File: src/rtl/wb_uart_arbiter.sv
// Two-master round-robin Wishbone arbiter in front of the dual-UART slave port.
// Define WB_ARB_TIMEOUT_EN to enable the stalled-slave watchdog.
module wb_uart_arbiter #(
  parameter int AW      = 32,
  parameter int DW      = 32,
  parameter int TIMEOUT = 16
) (
  input  logic            wb_clk_i,
  input  logic            wb_rst_ni,
  input  logic            m0_cyc_i,
  input  logic            m0_stb_i,
  input  logic            m0_we_i,
  input  logic [DW/8-1:0] m0_sel_i,
  input  logic [AW-1:0]   m0_adr_i,
  input  logic [DW-1:0]   m0_dat_i,
  output logic [DW-1:0]   m0_dat_o,
  output logic            m0_ack_o,
  input  logic            m1_cyc_i,
  input  logic            m1_stb_i,
  input  logic            m1_we_i,
  input  logic [DW/8-1:0] m1_sel_i,
  input  logic [AW-1:0]   m1_adr_i,
  input  logic [DW-1:0]   m1_dat_i,
  output logic [DW-1:0]   m1_dat_o,
  output logic            m1_ack_o,
  output logic            s_cyc_o,
  output logic            s_stb_o,
  output logic            s_we_o,
  output logic [DW/8-1:0] s_sel_o,
  output logic [AW-1:0]   s_adr_o,
  output logic [DW-1:0]   s_dat_o,
  input  logic [DW-1:0]   s_dat_i,
  input  logic            s_ack_i,
  output logic [1:0]      gnt_o,
  output logic            timeout_o
);

  typedef enum logic [1:0] {IDLE, OWN0, OWN1} state_t;

  localparam logic [DW-1:0] WD_DATA = DW'(32'hDEADBEEF);

  if (TIMEOUT < 2) begin : g_timeout_check
    $error("wb_uart_arbiter: TIMEOUT must be >= 2");
  end

  state_t          r_state;
  logic            r_last;
  logic [1:0]      r_gnt;
  logic            r_timeout;

  logic            w_req0;
  logic            w_req1;
  logic            w_own0;
  logic            w_own1;
  logic            w_o_cyc;
  logic            w_o_stb;
  logic            w_o_we;
  logic [DW/8-1:0] w_o_sel;
  logic [AW-1:0]   w_o_adr;
  logic [DW-1:0]   w_o_dat;
  logic            w_own_stall;
  logic            w_wd_fire;
  logic            w_ack;
  logic [DW-1:0]   w_rdat;

  assign w_req0 = m0_cyc_i & m0_stb_i;
  assign w_req1 = m1_cyc_i & m1_stb_i;
  assign w_own0 = (r_state == OWN0);
  assign w_own1 = (r_state == OWN1);

  always_comb begin
    w_o_cyc = 1'b0;
    w_o_stb = 1'b0;
    w_o_we  = 1'b0;
    w_o_sel = '0;
    w_o_adr = '0;
    w_o_dat = '0;
    if (w_own0) begin
      w_o_cyc = m0_cyc_i;
      w_o_stb = m0_stb_i;
      w_o_we  = m0_we_i;
      w_o_sel = m0_sel_i;
      w_o_adr = m0_adr_i;
      w_o_dat = m0_dat_i;
    end else if (w_own1) begin
      w_o_cyc = m1_cyc_i;
      w_o_stb = m1_stb_i;
      w_o_we  = m1_we_i;
      w_o_sel = m1_sel_i;
      w_o_adr = m1_adr_i;
      w_o_dat = m1_dat_i;
    end
  end

  assign w_own_stall = w_o_cyc & w_o_stb & ~s_ack_i;

`ifdef WB_ARB_TIMEOUT_EN
  localparam int CW = $clog2(TIMEOUT + 1);
  logic [CW-1:0] r_cnt;
  assign w_wd_fire = w_own_stall & (r_cnt == CW'(TIMEOUT - 1));
`else
  assign w_wd_fire = 1'b0;
`endif

  // An ack is only forwarded while the owner still holds cyc; late acks vanish.
  assign w_ack  = (w_o_cyc & s_ack_i) | w_wd_fire;
  assign w_rdat = w_wd_fire ? WD_DATA : s_dat_i;

  assign s_cyc_o = w_o_cyc;
  assign s_stb_o = w_o_stb & ~w_wd_fire;
  assign s_we_o  = w_o_we;
  assign s_sel_o = w_o_sel;
  assign s_adr_o = w_o_adr;
  assign s_dat_o = w_o_dat;

  assign m0_ack_o = w_own0 & w_ack;
  assign m1_ack_o = w_own1 & w_ack;
  assign m0_dat_o = w_own0 ? w_rdat : '0;
  assign m1_dat_o = w_own1 ? w_rdat : '0;

  assign gnt_o     = r_gnt;
  assign timeout_o = r_timeout;

  always_ff @(posedge wb_clk_i or negedge wb_rst_ni) begin
    if (!wb_rst_ni) begin
      r_state   <= IDLE;
      r_last    <= 1'b1;
      r_gnt     <= 2'b00;
      r_timeout <= 1'b0;
`ifdef WB_ARB_TIMEOUT_EN
      r_cnt     <= '0;
`endif
    end else begin
      case (r_state)
        IDLE: begin
          // On a tie, the master that did not own the bus last wins.
          if (w_req0 && (!w_req1 || r_last)) begin
            r_state <= OWN0;
            r_gnt   <= 2'b01;
          end else if (w_req1) begin
            r_state <= OWN1;
            r_gnt   <= 2'b10;
          end
        end
        OWN0: begin
          if (!m0_cyc_i) begin
            r_state <= IDLE;
            r_gnt   <= 2'b00;
            r_last  <= 1'b0;
          end
        end
        OWN1: begin
          if (!m1_cyc_i) begin
            r_state <= IDLE;
            r_gnt   <= 2'b00;
            r_last  <= 1'b1;
          end
        end
        default: begin
          r_state <= IDLE;
          r_gnt   <= 2'b00;
        end
      endcase
      if (w_wd_fire) r_timeout <= 1'b1;
`ifdef WB_ARB_TIMEOUT_EN
      if (w_own_stall && !w_wd_fire) r_cnt <= r_cnt + CW'(1);
      else                           r_cnt <= '0;
`endif
    end
  end

endmodule
File: config.mk
export PLATFORM = sky130hd
export DESIGN_NAME = wb_uart_arbiter
export DESIGN_NICKNAME = d
export VERILOG_FILES = /design/src/rtl/wb_uart_arbiter.sv
export SDC_FILE = /design/constraint.sdc
export NUM_CORES = 1
export LEC_CHECK = 0
export CAP_MARGIN = 20
export CELL_PAD_IN_SITES_DETAIL_PLACEMENT = 1
export CELL_PAD_IN_SITES_GLOBAL_PLACEMENT = 1
export CORE_AREA = 2 2 121 123
export DETAILED_ROUTE_END_ITERATION = 8
export DIE_AREA = 0 0 123 125
export DONT_BUFFER_PORTS = 1
export PLACE_DENSITY_LB_ADDON = 0.1
export SLEW_MARGIN = 20
export SYNTH_ARGS = -nofsm -noshare
export SYNTH_HDL_FRONTEND = slang
export SYNTH_SLANG_ARGS = --single-unit
File: constraint.sdc
create_clock -name wb_clk_i -period 1.2 [get_ports wb_clk_i]
set_input_delay 0.18 -clock wb_clk_i [delete_from_list [all_inputs] [get_ports wb_clk_i]]
set_output_delay 0.18 -clock wb_clk_i [all_outputs]
set_load 0.1 [all_outputs]
==> results.yml <==
sta:
  finalSetupViolations: 138
  period_needed_ns: 1.82
  fin_crit_sh_pct: 151
  grt_setup_unrepaired: "true"
  finalHoldViolations: 0
  skew_ns: 0.000569
  setup_slack_ns: -0.618
  whs_ns: 0.116
  drv_slew: 0
  max_freq_ghz: 0.550
worst_setup_path:
  cp_num_buf_inv: 2
  path_cells: "nor2b_4 -> buf_4 -> a22o_4 -> and3_4 -> buf_12"
  crit_type: "reg2out"
  required_ns: 1.02
  start_kind: "flop"
  crit_family: "flip-flops"
  cp_data_arrival_time_ns: 1.64
  critPathMaxStageDelay_ns: 0.49
  cpMaxStageDelayCell: "dfrtp_4"
  crit_path_max_fanout: 3
  worstSetupEndpointType: "output pin"
yosys:
  synth_async_sr_flop_share_pct: 100
  syn-num-nets: 354
  synth_compound_area_share_pct: 47.8
  yosysWarnings: 0
  synth-main-ff-cell: "dfrtp_1"
  ys_types: 19
  syn-instance-count: 177
  synth_top_family_by_area: "compound AO/OA/AOI/OAI gates"
  synth.most_common_cell: "a22o_1"
  synth_xor_area_share_pct: 0
  syn-cell-area_um2: 1350
  syn_avg_cell_area_um2: 7.65
  yosysSeqAreaShare_pct: 5.64
  synth_top_area_share_pct: 45.9
  synth_largest_area_cell: "a22o_1"
  synth-simple-area-share_pct: 33.5
  synth.area.top_cells: "a22o_1 (46%), and2_1 (30%), buf_4 (5.0%)"
  ys_ff_latch: 3
  synthAdderAreaFrac_pct: 0
  synth-edff-count: 0
  synthTopCellsByCount: "a22o_1 (71), and2_1 (64), buf_4 (9)"
  synthMuxAreaShare_pct: 0
place:
  place.gp.congestion: 0.718
  postPlaceCellArea_um2: 2520
  numPortBuffers: 0
  pre_cts_ws_ns: -0.409
  dp_hpwl_mm: 6.81
detailed_routing:
  wl_mm: 8.57
  detail-route-antenna-nets: 0
  post-route-drc-count: 0
  vias_per_cell: 4.33
  routedWlPerCell_um: 22.6
  vias: 1646
  drt_iter0_markers: 29
  dr.pass1.iters: 3
power_and_ir_drop:
  ir_worst_vdd_uv: 403
  cellLeakagePower_nw: 1.34
  pwr_density_cell_nw_per_um2: 1740
layout:
  layout.nets: 374
  fillers: 1591
  area_growth_pct: 117
  layout-drive-gt1-share_pct: 93.4
  diodes: 0
  final_area_um2: 2940
clock_tree:
  htreeDepth: 1
  clock-sinks: 3
  cts_tree: "done"
  clk_pin_slew_ns: 0.03
  clockBufferDepth: 2
  numCtsBuffers: 3
  clk_latency_ns: 0.23
  cts-root-buf: "clkbuf_16"
grt:
  grt_usage_pct: 8.82
  grt_overflow: 0
  grt_start_max_net_pins: 34
  grt_pass1_vias: 1768
  antenna_found_initial: 0
  grt_pass1_wl_mm: 10.5
outcome:
  violations: "negative setup slack"
  status: "finished, violations left"
worst_hold_path:
  hp-class: "in2reg"
die:
  dieArea_um2: 15400
  start_util_pct: 9.53
  rows: 44
  ios: 317
  core_um2: 14200
  die_width_um: 123
  die_h_um: 125
run:
  cap_violations: 0
## flip-flops by register name, indices dropped and copies added (netlist names)
| signal | count |
|---|---|
| gnt_o | 2 |
| r_last | 1 |
## layout by cell type, fill, tap and decap left out, drive strengths merged
| cell type | Yosys | layout |
|---|---|---|
| and3 | 2 | 2 |
| buf | 21 | 32 |
| a21oi | 3 | 3 |
| nand3b | 1 | 1 |
| nor2b | 2 | 2 |
| nand3 | 1 | 1 |
| dlygate4sd3 | 0 | 1 |
| dfstp | 1 | 1 |
| nor3b | 1 | 1 |
| dfrtp | 2 | 2 |
| and2 | 64 | 64 |
| clkbuf | 3 | 10 |
| conb | 1 | 1 |
| o21ai | 2 | 2 |
| a22o | 71 | 71 |
| nor3 | 1 | 1 |
| inv | 1 | 1 |
## path summary, 6_finish.rpt
kind / from / end / slack (ns) / cells after the start
setup / recovery: gnt_o[1] / m0_ack_o / -0.62 / 5
min in group asynchronous: wb_rst_ni / gnt_o[0] / 0.23 / 1
setup reg to reg: gnt_o[1] / gnt_o[1] / 0.05 / 4
hold / removal: m0_cyc_i / gnt_o[0] / 0.12 / 1
max in group asynchronous: wb_rst_ni / r_last / 0.74 / 1
hold reg to reg: r_last / r_last / 0.55 / 2
## what timing repair did
item	in CTS	in global routing
hold buffers	1	0
cloned	0	10
pin swaps	29	68
hold endpoints to repair	3	0
resized for setup	11	5
buffers inserted	4	3
endpoints found under the setup margin	137	137
## final cells by class
type,count,area (um2),share of cell area (%)
clock buffers,4,78.8,2.69
multi-input cells,149,1910,65.0
well taps,184,230,7.84
flip-flops and latches,3,83.8,2.86
inverters,1,3.75,0.128
repair buffers,39,631,21.5
## stage by stage
stage / power [mW] / utilization [%] / std cells / setup TNS (ns)
final: 5.11 / 20.7 / 380 / -75.61
after detailed placement: 4.35 / 17.8 / 358 / -44.65
after floorplan: 4.11 / - / 177 / -74.33
after global placement: 4.33 / 17.8 / 358 / -39.04
after global routing: 5.23 / 20.7 / 380 / -82.52
after CTS: 4.97 / 19.0 / 367 / -78.06
## metal layers
metal / share of wire [%] / vias to the layer above / track usage, %
met5: 0 / - / 0
met4: 0.34 / 0 / 1.20
met3: 12 / 4 / 4.56
met2: 51 / 158 / 16.3
met1: 36 / 779 / 8.92
li1: - / 705 / -
## cells by family (layout without fill, tap and decap cells)
logic type	count (synthesis)	after routing
buffers and inverters	25	44
AO/OA/AOI/OAI	76	76
other	1	1
AND/OR/NAND/NOR	72	72
flip-flops	3	3
## power breakdown
part           leakage [nW]  internal [mW]  switching [mW]
combinational          1.27           1.01            3.42
sequential           0.0336          0.123          0.0177
clock                0.0382          0.439          0.0993
total                  1.34           1.57            3.54
## worst register-to-register path: cells and delay by family (launching register included)
kind                   cells  cell delay [ns]
and+or+nand+nor            1             0.08
AOI/OAI and AO/OA          1             0.16
buffers and inverters      2             0.30
DFF                        1             0.49
Note: power is estimated with default switching activity, not from simulation.
